`config.mk`:
```
export PLATFORM = sky130hd
export DESIGN_NAME = rtc_core_param
export DESIGN_NICKNAME = d
export VERILOG_FILES = /design/src/rtl/rtc_pkg.sv /design/src/rtl/rtc_prescaler.sv /design/src/rtl/rtc_core_param.sv
export SDC_FILE = /design/constraint.sdc
export NUM_CORES = 1
export LEC_CHECK = 0
export ABC_AREA = 1
export BUFFER_PORTS_ARGS = -buffer_cell sky130_fd_sc_hd__buf_4
export CORE_MARGIN = 2
export CORE_UTILIZATION = 55
export DETAILED_ROUTE_END_ITERATION = 10
export PLACE_DENSITY = 0.78
export SKIP_LAST_GASP = 1
export SLEW_MARGIN = 20
export SYNTH_ARGS = -nofsm -noshare
export SYNTH_HDL_FRONTEND = slang
export SYNTH_SLANG_ARGS = --single-unit
```
`constraint.sdc`:
```
create_clock -name i_clk -period 5.25 [get_ports i_clk]
set_input_delay 0.2625 -clock i_clk [delete_from_list [all_inputs] [get_ports i_clk]]
set_output_delay 0.2625 -clock i_clk [all_outputs]
set_load 0.02 [all_outputs]
```
`src/rtl/rtc_pkg.sv`:
```
// Shared constants and the time tuple used by the real-time clock core.
package rtc_pkg;

  localparam int SEC_MAX  = 59;
  localparam int MIN_MAX  = 59;
  localparam int HOUR_MAX = 23;

  typedef struct packed {
    logic [4:0] hour;
    logic [5:0] min;
    logic [5:0] sec;
  } rtc_time_t;

endpackage

```
`src/rtl/rtc_prescaler.sv`:
```
// Divides the system clock down to one sub-second tick every DIV cycles.
module rtc_prescaler #(
  parameter int unsigned DIV = 10
) (
  input  logic clk,
  input  logic reset,
  input  logic run,
  input  logic clear,
  output logic tick
);

  localparam int unsigned CNT_W = (DIV > 1) ? $clog2(DIV) : 1;
  localparam logic [CNT_W-1:0] LAST = CNT_W'(DIV - 1);

  logic [CNT_W-1:0] count;

  // With DIV=1 LAST is zero, so the count never moves and tick follows run.
  always_ff @(posedge clk) begin
    if (reset || clear) begin
      count <= '0;
    end else if (run) begin
      count <= (count == LAST) ? '0 : count + CNT_W'(1);
    end
  end

  assign tick = run && (count == LAST);

endmodule

```
`src/rtl/rtc_core_param.sv`:
```
// Real-time clock: carry chain, validated load, alarm and 12/24-hour display.
module rtc_core_param
  import rtc_pkg::*;
#(
  parameter int unsigned CLK_FREQ_HZ = 100_000_000,
  parameter int unsigned SUBSEC_HZ   = 100,
  parameter int unsigned FIELD_W     = 8
) (
  input  logic               i_clk,
  input  logic               i_reset,
  input  logic               i_run,
  input  logic               i_mode12,
  input  logic               i_load,
  input  logic [FIELD_W-1:0] i_ld_hour,
  input  logic [FIELD_W-1:0] i_ld_min,
  input  logic [FIELD_W-1:0] i_ld_sec,
  input  logic               i_alm_set,
  input  logic               i_alm_en,
  input  logic               i_alm_clr,
  output logic [FIELD_W-1:0] o_subsec,
  output logic [FIELD_W-1:0] o_sec,
  output logic [FIELD_W-1:0] o_min,
  output logic [FIELD_W-1:0] o_hour,
  output logic               o_pm,
  output logic               o_sec_tick,
  output logic               o_ld_err,
  output logic               o_alarm,
  output logic               o_alarm_flag
);

  localparam int unsigned DIV      = CLK_FREQ_HZ / SUBSEC_HZ;
  localparam logic [7:0]  SUB_LAST = 8'(SUBSEC_HZ - 1);

  rtc_time_t  cur_time, nxt_time, ld_time, new_time;
  logic [7:0] subsec, nxt_subsec, new_subsec;
  logic [4:0] alm_hour, hour_disp;
  logic [5:0] alm_min;
  logic       tick, carry_sec, ld_ok, alm_ok, load_ok, advance, update, match;
  logic       sec_tick, ld_err, alarm, alarm_flag, pm;

  rtc_prescaler #(.DIV(DIV)) u_prescaler (
    .clk   (i_clk),
    .reset (i_reset),
    .run   (i_run),
    .clear (load_ok),
    .tick  (tick)
  );

  always_comb begin
    ld_time.hour = i_ld_hour[4:0];
    ld_time.min  = i_ld_min[5:0];
    ld_time.sec  = i_ld_sec[5:0];
    alm_ok = (i_ld_hour <= FIELD_W'(HOUR_MAX)) && (i_ld_min <= FIELD_W'(MIN_MAX));
    ld_ok  = alm_ok && (i_ld_sec <= FIELD_W'(SEC_MAX));
  end

  // A load cycle swallows any coincident tick, valid or not.
  assign load_ok = i_load && ld_ok;
  assign advance = tick && !i_load;

  // Full carry chain resolved in a single tick, including midnight wrap.
  always_comb begin
    nxt_time   = cur_time;
    nxt_subsec = subsec + 8'd1;
    carry_sec  = 1'b0;
    if (subsec == SUB_LAST) begin
      nxt_subsec = '0;
      carry_sec  = 1'b1;
      if (cur_time.sec == 6'(SEC_MAX)) begin
        nxt_time.sec = '0;
        if (cur_time.min == 6'(MIN_MAX)) begin
          nxt_time.min  = '0;
          nxt_time.hour = (cur_time.hour == 5'(HOUR_MAX)) ? '0 : cur_time.hour + 5'd1;
        end else begin
          nxt_time.min = cur_time.min + 6'd1;
        end
      end else begin
        nxt_time.sec = cur_time.sec + 6'd1;
      end
    end
  end

  always_comb begin
    new_time   = load_ok ? ld_time : nxt_time;
    new_subsec = load_ok ? 8'd0 : nxt_subsec;
    update     = load_ok || advance;
    match      = update && i_alm_en && (new_subsec == 8'd0) && (new_time.sec == 6'd0) &&
                 (new_time.min == alm_min) && (new_time.hour == alm_hour);
  end

  always_ff @(posedge i_clk) begin
    if (i_reset) begin
      cur_time   <= '0;
      subsec     <= '0;
      alm_hour   <= '0;
      alm_min    <= '0;
      sec_tick   <= 1'b0;
      ld_err     <= 1'b0;
      alarm      <= 1'b0;
      alarm_flag <= 1'b0;
    end else begin
      sec_tick <= advance && carry_sec;
      ld_err   <= (i_load && !ld_ok) || (i_alm_set && !alm_ok);
      alarm    <= match;
      if (update) begin
        cur_time <= new_time;
        subsec   <= new_subsec;
      end
      if (i_alm_set && alm_ok) begin
        alm_hour <= ld_time.hour;
        alm_min  <= ld_time.min;
      end
      if (match) begin
        alarm_flag <= 1'b1;
      end else if (i_alm_clr) begin
        alarm_flag <= 1'b0;
      end
    end
  end

  // Display-only mapping; the stored hour stays 0..23.
  always_comb begin
    hour_disp = cur_time.hour;
    pm        = 1'b0;
    if (i_mode12) begin
      pm = (cur_time.hour >= 5'd12);
      if (cur_time.hour == 5'd0) begin
        hour_disp = 5'd12;
      end else if (cur_time.hour > 5'd12) begin
        hour_disp = cur_time.hour - 5'd12;
      end
    end
  end

  assign o_subsec     = FIELD_W'(subsec);
  assign o_sec        = FIELD_W'(cur_time.sec);
  assign o_min        = FIELD_W'(cur_time.min);
  assign o_hour       = FIELD_W'(hour_disp);
  assign o_pm         = pm;
  assign o_sec_tick   = sec_tick;
  assign o_ld_err     = ld_err;
  assign o_alarm      = alarm;
  assign o_alarm_flag = alarm_flag;

endmodule

```
# Word-level counts from Yosys, hierarchy flattened
# Cells that the tools add are included.
dict set report classes {
  n_mux 17
  multipliers 0
  add_sub_neg 6
  n_lt_le_gt_ge 5
  n_reduce_logical 24
  n_div 0
  bitwise_logic 0
  n_eq_ne 7
  shift 0
}
# cell n
set op_table {}
lappend op_table {{$mux W17} 2}
lappend op_table {{$mux W5} 5}
lappend op_table {{$add A20 B1 Y20 const B} 1}
lappend op_table {{$eq A20 B20 Y1 const B} 1}
lappend op_table {{$mux W20} 1}
lappend op_table {{$le A8 B6 Y1 const B} 2}
lappend op_table {{$mux W8} 2}
lappend op_table {{$logic_and A1 B1 Y1} 14}
lappend op_table {{$add A6 B1 Y6 const B} 2}
lappend op_table {{$eq A6 B6 Y1 const B} 2}
lappend op_table {{$mux W6} 2}
lappend op_table {{$mux W11} 1}
lappend op_table {{$add A8 B1 Y8 const B} 1}
lappend op_table {{$eq A8 B7 Y1 const B} 1}
lappend op_table {{$le A8 B5 Y1 const B} 1}
lappend op_table {{$logic_not A8 Y1} 1}
lappend op_table {{$eq A6 B6 Y1} 1}
lappend op_table {{$logic_not A6 Y1} 1}
lappend op_table {{$add A5 B1 Y5 const B} 1}
lappend op_table {{$eq A5 B5 Y1} 1}
lappend op_table {{$eq A5 B5 Y1 const B} 1}
lappend op_table {{$ge A5 B4 Y1 const B} 1}
lappend op_table {{$gt A5 B4 Y1 const B} 1}
lappend op_table {{$logic_not A5 Y1} 1}
lappend op_table {{other kinds (5)} 12}
dict set report totals {
  latch_bits 0
  n_memories 0
  reg_bits 60
  mem_bits_rw 0
  romBits 0
  elab_cells 70
  in_bits 32
  out_inout_bits 37
}

# Logic depth before layout (Yosys ltp)
# Gate-level depths: netlist of run 1.
dict set report depth {
  depth_word 11
  depth_mapped 17
  depth_no_buf 16
}

# Hierarchy
# Synthesis of run 1 repeated with hierarchy kept, for this count alone.
dict set report hier_totals {
  hier_cells 703
  hier_area_um2 4445.5
}
# module instances area_per_inst_um2 cells_per_inst seq_area_each_um2
set modules_own_cells {}
lappend modules_own_cells {rtc_core_param 1 3254.4 523 800.8}
lappend modules_own_cells {rtc_prescaler 1 1191.1 180 400.4}

# Worst setup path before layout of run 1
# Ideal clock, no wire load.
dict set report synth_path {
  path_type {register to register}
  start {register subsec[0], in the netlist o_subsec[0]}
  end {register alarm_flag, in the netlist o_alarm_flag}
  path_slack_ns 3.346
  n_path_buf 1
  setup_ns 0.059
  stages_incl_launch_ff 15
  synth_period_minus_slack_ns 1.904
  arrival_time_ns 1.846
  required_ns 5.191
  path_cell_list {dfxtp_1 ha_1 nand3_1 nor2_4 buf_4 nand3_1 nand2_1 nand3_1 nand3_1 nand2_1 nor2_1 nand2_1 nor2_1 nand2_1 nand2_1}
}
dict set report synth_between {
  elab_chain_len 9
  elab_cells_between_ends 16
  classes_between {add/sub (1); eq/ne (3); mux (5); reduce/logical (7)}
}
# item line_no
set synth_rtl {}
lappend synth_rtl {{from (decl)} rtc_core_param.sv:35} ;# logic [7:0] subsec, nxt_subsec, new_subsec;
lappend synth_rtl {{from (signal assigned)} rtc_core_param.sv:107} ;# subsec <= new_subsec;
lappend synth_rtl {{$add A8 B1 Y8 or $eq A8 B7 Y1 (tied branches)} {rtc_core_param.sv:64, rtc_core_param.sv:66}}
lappend synth_rtl {{$mux W8} rtc_core_param.sv:66} ;# if (subsec == SUB_LAST) begin
lappend synth_rtl {{$mux W8} rtc_core_param.sv:85} ;# new_subsec = load_ok ? 8'd0 : nxt_subsec;
lappend synth_rtl {{$logic_not A8 Y1} rtc_core_param.sv:87} ;# match = update && i_alm_en && (new_subsec == 8'd0) && (new_time.sec == 6'd0) &&
lappend synth_rtl {{$logic_and A1 B1 Y1 (3 in a row)} rtc_core_param.sv:87}
lappend synth_rtl {{$logic_and A1 B1 Y1 (*)} rtc_core_param.sv:88} ;# (new_time.min == alm_min) && (new_time.hour == alm_hour);
lappend synth_rtl {{$mux W1 or $reduce_bool A2 Y1 (tied branches)} -}
lappend synth_rtl {{to (signal assigned)} rtc_core_param.sv:100} ;# alarm_flag <= 1'b0;
lappend synth_rtl {{to (signal assigned)} rtc_core_param.sv:114} ;# alarm_flag <= 1'b1;
lappend synth_rtl {{to (signal assigned)} rtc_core_param.sv:116} ;# alarm_flag <= 1'b0;
lappend synth_rtl {{to (decl)} rtc_core_param.sv:39} ;# logic sec_tick, ld_err, alarm, alarm_flag, pm;
# Mark *: on every way between the ends. The rest lies on a longest branch, timed or not.
# A chain may end at the register's enable or synchronous reset.

# Worst setup path in the final report of run 1
dict set report layout_path {
  start {input i_ld_sec[7]}
  end {register alarm_flag, in the netlist o_alarm_flag}
}
dict set report layout_between {
  elab_chain_len 10
  elab_cells_between_ends 17
  classes_between {order compare (1); eq/ne (2); mux (3); reduce/logical (11)}
}
# item line_no
set layout_rtl {}
lappend layout_rtl {{from (decl)} rtc_core_param.sv:16} ;# input logic [FIELD_W-1:0] i_ld_sec,
lappend layout_rtl {{$le A8 B6 Y1 (*)} rtc_core_param.sv:54} ;# ld_ok = alm_ok && (i_ld_sec <= FIELD_W'(SEC_MAX));
lappend layout_rtl {{$logic_and A1 B1 Y1 (*)} rtc_core_param.sv:54}
lappend layout_rtl {{$logic_and A1 B1 Y1 (*)} rtc_core_param.sv:58} ;# assign load_ok = i_load && ld_ok;
lappend layout_rtl {{$mux W8 or $logic_or A1 B1 Y1 (tied branches)} {rtc_core_param.sv:85, rtc_core_param.sv:86}}
lappend layout_rtl {{$logic_not A8 Y1 or $logic_and A1 B1 Y1 (tied branches)} rtc_core_param.sv:87}
lappend layout_rtl {{$logic_and A1 B1 Y1 (3 in a row)} rtc_core_param.sv:87}
lappend layout_rtl {{$logic_and A1 B1 Y1 (*)} rtc_core_param.sv:88}
lappend layout_rtl {{$mux W1 or $reduce_bool A2 Y1 (tied branches)} -}
# Marks and branches as above.

==> qor.yml, run 1 <==
avgViaCountPerCell: 5.38
vias: 4342
fin_crit_ns: 2.84
cpMostUsedCell: "nand2_1"
core-area_mm2: 0.00725
placed_area_mm2: 0.00447
grt_max_degree: 35
timing.hold.ws_ns: 0.197
die_w_um: 90.6
status: "finished clean"
ys_seq_area_share_pct: 29.1
initial_core_util_pct: 56.9
overflow: 0
setup_viol: 0
crit_slowest_cell: "nand2_1"
crit_chain: "buf_4 -> or2_1 -> nor2_2 -> nand4_2 -> nand2_1 -> nand2_1 -> clkinv_1 -> nand3_1 -> nor2_1 -> nand2_1 -> nor2_1 -> nand2_1 -> nand2_1"
syn_area_per_cell_um2: 6.21
fmax_mhz: 352
dr.pass1.iters: 7
multi_input_comb_area_mm2: 0.00240
clock_latency_ns: 0.35
hold_viol: 0
seq_area_mm2: 0.00120
rsz0062_at_grt: "no"
grt_pass1_wl_um: 17700
synth_edf_count: 0
cts_hold_buffers: 0
cts-root-buf: "clkbuf_8"
yosys_warnings: 0
dp.cells: 791
r2r_start: "o_min[0]"
path_delay_family: "simple AND/OR/NAND/NOR gates"
cpPeakStageDelay_ns: 1.03
synth_top_cell_by_area: "dfxtp_1"
synthTopCellsByArea: "dfxtp_1 (29%), nand2_1 (16%), nand3_1 (7.5%)"
grt_usage_pct: 26.3
crit_path_max_fanout: 34
endpoint_kind: "register"
ys_types: 38
worstHoldStart: "i_reset"
critPathBufInv: 2
vdd_drop_max_mv: 0.165
drt_iter0_drc: 299
cts_buffers: 9
max-slew-margin-rel_pct: 36.8
grt_pass1_vias: 3886
clock_sinks: 60
crit_path_start: "i_ld_sec[7]"
dp_hpwl_um: 7800
p_leak_uw: 0.00209
clk_transition_reported_paths_ns: 0.07
yosysMostFrequentCell: "nand2_1"
ctsLongestPathBuffers: 2
critPathLaunchType: "input port"
totalWireLength_um: 10500
drc_errors: 0
synth_top_area_share_pct: 29.1
gp_congestion: 0.917
tns_ns: 0
drv_slew: 0
synth_seq_cells: 60
ctsHtreeMaxLevel: 3
design_area_mm2: 0.00467
cts_setup_buffers: 0
critPathKind: "in2reg"
worstPathRequired_ns: 5.54
diodes: 0
cts_resized: 0
ys.flop_type: "dfxtp_1"
fin_nets: 744
hold_path.class: "in2reg"
period_share_pct: 54.1
io_pins: 69
detail-route-antenna-nets: 0
placementRows: 31
antenna_found_initial: 0
numPortBuffers: 61
synthCells: 664
p_per_area_mw_per_mm2: 201
tightestPinTransition_ns: 0.945
area_growth_pct: 13.1
synth_area_mm2: 0.00413
cts_tree: "done"
cap_violations: 0
chipHeight_um: 90.6
final_cells: 807
drive_gt1_share_pct: 14.0
synth.top_cells.by_count: "nand2_1 (176), nor2_1 (77), inv_1 (72), nand3_1 (62), dfxtp_1 (60)"
num-fill-cells: 693
avgRoutedWirePerCell_um: 13.0
die_area_mm2: 0.00821
skew_ns: 0.0118
synthArstFlopShare_pct: 0
arrival_ns: 3.13
-- routing by layer --
metal,global-route usage [%],up-vias,wire [µm]
li1,-,2205,-
met1,32.7,1953,4530
met2,44.6,157,5090
met3,3.67,27,607
met4,12.7,0,298
met5,0,-,0
-- flip-flops by register name, summed over array words and instances (netlist names) --
| signal | flops |
|---|---|
| alm_hour | 5 |
| alm_min | 6 |
| cur_time | 5 |
| o_alarm | 1 |
| o_alarm_flag | 1 |
| o_ld_err | 1 |
| o_min | 6 |
| o_sec | 6 |
| o_sec_tick | 1 |
| o_subsec | 8 |
| u_prescaler.count | 20 |
-- path summary, 6_finish.rpt --
| kind | to | slack [ns] | cells after the start |
|---|---|---|---|
| max reg2reg | o_alarm_flag | 2.63 | 14 |
| min | o_subsec[7] | 0.20 | 2 |
| max | o_alarm_flag | 2.41 | 13 |
| min reg2reg | alm_hour[2] | 0.47 | 2 |
-- placed cells by master, fill, tap and decap left out, types with 6 or more instances in the layout --
master      n
nand2_1   176
nor2_1     77
inv_1      72
nand3_1    62
buf_4      61
dfxtp_1    60
a21oi_1    37
o21ai_0    31
nand4_1    17
nor3_1     15
clkbuf_8   14
xor2_1     11
ha_1        9
or2_2       7
conb_1      7
nor2_2      6
-- power breakdown --
group	switching [µW]	leakage (µW)	internal [µW]
Clock	178	0.000103	237
Sequential	2.34	0.000484	458
Combinational	36.1	0.00150	26.2
-- logic make-up (layout without fill, tap and decap cells) --
family,after synthesis,in the layout,share of synthesized area (%)
and+or+nand+nor,380,380,40.6
buffers and inverters,115,153,13.3
AOI/OAI and AO/OA,87,87,11.6
DFF,60,60,29.1
xor gates and xnor gates,12,12,2.55
adders and majority gates,9,9,2.73
other,1,7,0.0909
-- area by class of cell --
type                            count  share of cell area [%]
Tap cell                           99                    2.65
Sequential cell                    60                    25.7
Inverter                           76                    6.11
Timing Repair Buffer               61                    9.81
Multi-Input combinational cell    495                    51.4
Clock buffer                       16                    4.29
-- metrics by stage --
step | utilization (%) | setup slack [ns] | total power [µW]
2_1_floorplan | - | 3.35 | 506
3_3_place_gp | 61.6 | 2.13 | 531
3_5_place_dp | 61.6 | 2.09 | 532
4_1_cts | 64.4 | 2.43 | 940
5_1_grt | 64.4 | 2.03 | 968
6_report | 64.4 | 2.41 | 938
Power figures use the tool's default switching activity.
==> run 2, diff against run 1 <==
- clock period: 5.25 -> 2.8 ns (I/O delays scaled with it)
==> run 2 against run 1 <==
Total power up 100%; clock skew down 0.0015 ns; clock power up 120%; sequential share of layout area down 0.31 points; critical endpoint unchanged.
==> qor.yml, run 2 (synthesis gave the netlist of run 1 again) <==
status: "finished clean"
hold_viol: 0  # unchanged
vias: 4337  # -0.12%
layout_commonest_cell: "nand2_1"
antenna_found_initial: 0  # unchanged
cts_resized: 0  # unchanged
clock_sinks: 60  # unchanged
initial_core_util_pct: 56.9  # unchanged
design_area_mm2: 0.00473  # +1.2%
fin_nets: 747  # +0.40%
rr_worst_depth: 14  # unchanged
grt_pass1_vias: 3954  # +1.7%
vdd_drop_max_mv: 0.466  # +180%
max-slew-margin-rel_pct: 49.5  # +13 points
crit_path_max_fanout: 15  # -56%
area_growth_pct: 14.5
placed_area_mm2: 0.00449  # +0.50%
chipHeight_um: 90.6  # unchanged
ctsLongestPathBuffers: 2  # unchanged
tightestPinTransition_ns: 0.753  # -0.192 ns
layout_common_cells: "nand2_1 (176), nor2_1 (77), inv_1 (72), buf_4 (64), nand3_1 (62)"
top_register: "u_prescaler.count"
fmax_mhz: 422
die_area_mm2: 0.00821  # unchanged
total_power_uw: 1910  # +100%
skew_ns: 0.0103  # -0.00148 ns
grt_max_degree: 35  # unchanged
num-fill-cells: 673  # -2.9%
drive_gt1_share_pct: 14.6  # +0.64 points
clock_latency_ns: 0.35  # about the same
totalWireLength_um: 10600  # +1.1%
avgViaCountPerCell: 5.35  # -0.49%
multi_input_comb_area_mm2: 0.00240  # unchanged
io_pins: 69  # unchanged
endpoint_kind: "register"
dp_hpwl_um: 7720  # -1.0%
cpPeakStageDelay_ns: 0.44  # -0.59 ns
largest_reg_flops: 20  # unchanged
cts-root-buf: "clkbuf_8"
p_per_area_mw_per_mm2: 404  # +100%
ctsHtreeMaxLevel: 3  # unchanged
drv_slew: 0  # unchanged
cts_hold_buffers: 0  # unchanged
gp_congestion: 0.903  # -1.6%
rsz0062_at_grt: "no"
drc_errors: 0  # unchanged
clk_transition_reported_paths_ns: 0.08  # about the same
numPortBuffers: 61  # unchanged
seq_area_mm2: 0.00120  # unchanged
p_leak_uw: 0.00212  # +1.6%
period_share_pct: 84.5
grt_pass1_wl_um: 17900  # +1.2%
drt_iter0_drc: 264  # -12%
hold_path.class: "in2reg"
cts_setup_buffers: 0  # unchanged
cap_violations: 0  # unchanged
tns_ns: 0  # unchanged
diodes: 0  # unchanged
worstPathRequired_ns: 3.03  # -2.51 ns
placementRows: 31  # unchanged
detail-route-antenna-nets: 0  # unchanged
critPathKind: "reg2reg"
min_path_cells: 3  # +1
fin_crit_ns: 2.37
cpMostUsedCell: "nand2_1"
cts_buffers: 9  # unchanged
crit_chain: "ha_1 -> nand3_1 -> nor2_4 -> nand3_1 -> nand2_1 -> nand3_1 -> nand2_1 -> nand2_1 -> nand2_1 -> nor2_1 -> nand2_1 -> nor2_1 -> nand2_1 -> nand2_1"
die_w_um: 90.6  # unchanged
crit_slowest_cell: "dfxtp_1"
avgRoutedWirePerCell_um: 13.1  # +0.77%
dr.pass1.iters: 7  # unchanged
core-area_mm2: 0.00725  # unchanged
setup_viol: 0  # unchanged
overflow: 0  # unchanged
grt_usage_pct: 26.3  # about the same
cts_tree: "done"
arrival_ns: 2.60  # -0.53 ns
critPathLaunchType: "register"
==> run 2: power by group <==
group	switching (µW)	internal [µW]	total, µW	leakage, µW
clock	358	571	930	0.000122
combinational	68.4	49.3	118	0.00152
sequential	4.48	859	863	0.000484
==> run 2: worst paths after layout <==
kind | startpoint | endpoint | slack, ns
setup reg to reg | o_sec[0] | o_alarm_flag | 0.43
setup / recovery | o_sec[0] | o_alarm_flag | 0.43
hold / removal | i_alm_clr | o_alarm_flag | 0.07
hold reg to reg | alm_min[4] | alm_min[4] | 0.47
==> run 2: cell type report <==
class                   instances  area share [%]
inverters                      76            6.04
clock inverters                 4            1.48
multi-input cells             495            50.8
flip-flops and latches         60            25.4
repair buffers                 64            10.2
clock buffers                  12            3.49
well taps                      99            2.62
==> run 2: stage by stage <==
step	setup slack (ns)	std cells	hold WS, ns	utilization, %
after floorplan	0.896	670	0.217	-
after global placement	0.641	794	0.406	61.9
after detailed placement	0.510	794	0.426	61.9
after CTS	0.459	810	0.0691	65.2
after global routing	0.154	810	0.0849	65.2
final	0.433	810	0.0673	65.2
==> run 2: critical path, delay by kind of cell (launching register included) <==
kind | cells | cell delay (ns)
flops | 1 | 0.44
fa+ha+maj | 1 | 0.30
simple gates | 13 | 1.51
==> run 2: routing by layer <==
metal	part of all wire (%)	vias up	track usage [%]	wire [µm]
li1	-	2203	-	-
met3	5.4	20	4.92	576
met5	0	-	0	0
met2	49	147	45.2	5170
met4	1.6	0	7.82	175
met1	44	1967	33.4	4730
==> run 3, diff against run 2 <==
- clock period: 2.8 -> 2.2 ns (I/O delays scaled with it)
==> run 3 against run 2 <==
Wire length is 8.8% higher; clock-buffer cell count is 1 lower; clock power is 3.1% lower; combinational power is 29% higher; global-route usage is 0.56 points higher; critical path type unchanged; largest power group is now sequential cells; clock skew hardly changed; final cell count is 4.2% higher.
==> qor.yml, run 3 (synthesis gave the netlist of run 1 again) <==
status: "finished clean"
setup_viol: 0  # unchanged
period_share_pct: 96.3  # +12 points
cap_violations: 0  # unchanged
initial_core_util_pct: 56.9  # unchanged
path_delay_family: "simple AND/OR/NAND/NOR gates"
crit_path_start: "o_subsec[7]"
ctsHtreeMaxLevel: 3  # unchanged
chipHeight_um: 90.6  # unchanged
cts-root-buf: "clkbuf_8"
ctsLongestPathBuffers: 2  # unchanged
totalWireLength_um: 11600  # +8.8%
p_int_uw: 1590  # +7.4%
core-area_mm2: 0.00725  # unchanged
grt_usage_pct: 26.9  # +0.56 points
hold_viol: 0  # unchanged
switching_share_pct: 26.1  # +3.5 points
worstHoldStart: "i_reset"
overflow: 0  # unchanged
placementRows: 31  # unchanged
cts_hold_buffers: 0  # unchanged
drc_errors: 0  # unchanged
p_per_area_mw_per_mm2: 429  # +6.2%
die_w_um: 90.6  # unchanged
crit_path_max_fanout: 8  # -7
critPathBufInv: 0  # unchanged
vias: 4604  # +6.2%
num-fill-cells: 651  # -3.3%
drv_slew: 0  # unchanged
layout_setup_ws_ns: 0.0820  # -0.351 ns
p_leak_uw: 0.00227  # +7.0%
drive_gt1_share_pct: 20.3  # +5.6 points
detail-route-antenna-nets: 0  # unchanged
grtUsageMet3_pct: 5.51  # +0.58 points
area_growth_pct: 21.4
gp_congestion: 0.969  # +7.3%
grt_busiest_layer: "met2"
fin_nets: 781  # +4.6%
cts_tree: "done"
hold_path.class: "in2reg"
largest_reg_flops: 20  # unchanged
clk_transition_reported_paths_ns: 0.07  # about the same
switchingPower_uw: 562  # +30%
rsz0062_at_grt: "yes"
grt_pass1_wl_um: 18200  # +1.8%
met1_usage_pct: 34.3  # +0.82 points
antenna_found_initial: 0  # unchanged
grt_pass1_vias: 4058  # +2.6%
cts_buffers: 9  # unchanged
critPathKind: "reg2reg"
fin_crit_ns: 2.12  # -0.249 ns
diodes: 0  # unchanged
rr_worst_depth: 11  # -3
fmax_mhz: 472  # +12%
dr.pass1.iters: 5  # -2
layout_common_cells: "nand2_1 (174), buf_4 (93), nor2_1 (73), inv_1 (72), nand3_1 (61)"
endpoint_kind: "register"
tightestPinTransition_ns: 0.650  # -0.103 ns
grt_use_met2_pct: 44.7  # -0.50 points
crit_chain: "nor3_4 -> nand2_2 -> a21oi_1 -> nor2_1 -> o21ai_1 -> nand3_1 -> nor2_1 -> nand2_1 -> nor2_1 -> nand2_1 -> nand2_1"
numPortBuffers: 61  # unchanged
arrival_ns: 2.41  # -0.19 ns
dp_hpwl_um: 8120  # +5.2%
vdd_drop_max_mv: 0.360  # -23%
cpPeakStageDelay_ns: 0.39  # -0.05 ns
r2r_start: "o_subsec[7]"
clock_latency_ns: 0.35  # about the same
layout_commonest_cell: "nand2_1"
total_power_uw: 2150  # +13%
clock_sinks: 60  # unchanged
skew_ns: 0.00991  # -0.000417 ns
worstPathRequired_ns: 2.49  # -0.54 ns
drt_iter0_drc: 340  # +29%
post-place-ws_ns: 0.0945  # -0.416 ns
p_seq_share_pct: 51.0  # +5.8 points
io_pins: 69  # unchanged
pwr-share-comb_pct: 7.1  # +0.9 points
avgViaCountPerCell: 5.45  # +1.9%
avgRoutedWirePerCell_um: 13.7  # +4.4%
min_path_cells: 2  # -1
crit_slowest_cell: "dfxtp_1"
p_clk_share_pct: 41.9  # -6.8 points
die_area_mm2: 0.00821  # unchanged
critPathLaunchType: "register"
top_register: "u_prescaler.count"
crit_cells: 11  # -3
grt_max_degree: 32  # -8.6%
max-slew-margin-rel_pct: 56.6  # +7.1 points
## run 3: final timing paths
check	slack, ns	endpoint
worst max-delay path	0.08	o_alarm_flag
worst max register to register	0.08	o_alarm_flag
worst min register to register	0.47	alm_hour[4]
worst min-delay path	0.03	o_subsec[5]
## run 3: per-layer routing
layer  vias to the layer above  part of all wire, %
met5                         -                    0
met4                         0                  2.2
met3                        32                  8.0
met2                       208                   48
met1                      2075                   42
li1                       2289                    -
## run 3: power groups by stage
stage	registers [µW]	logic, µW	clock network [µW]
detailed placement	1120	150	0
global route	1100	166	952
CTS	1100	150	900
global placement	1120	148	0
finish	1100	152	901
floorplan	1120	85.1	0
## run 3: through the flow
stage                     std cells  setup TNS [ns]  hold slack (ns)  area (µm²)  utilization (%)
after floorplan                 670               0            0.187        4150                -
after global placement          811               0            0.394        4640             64.0
after detailed placement        811               0            0.403        4640             64.0
after CTS                       827               0           0.0360        4810             66.3
after global routing            844          -0.146           0.0429        5010             69.1
final                           844               0           0.0282        5010             69.1
## run 3: what timing repair did
action | 4_1_cts | 5_1_grt
setup endpoints to repair | 0 | 5
buffers inserted | 0 | 14
resized for setup | 0 | 21
## run 3: area by class of cell
class	instances	area, µm²	area share (%)
Timing Repair Buffer	95	738	14.7
Tap cell	99	124	2.47
Clock inverter	5	27.5	0.549
Sequential cell	60	1210	24.1
Inverter	76	285	5.69
Clock buffer	11	141	2.82
Multi-Input combinational cell	498	2490	49.6
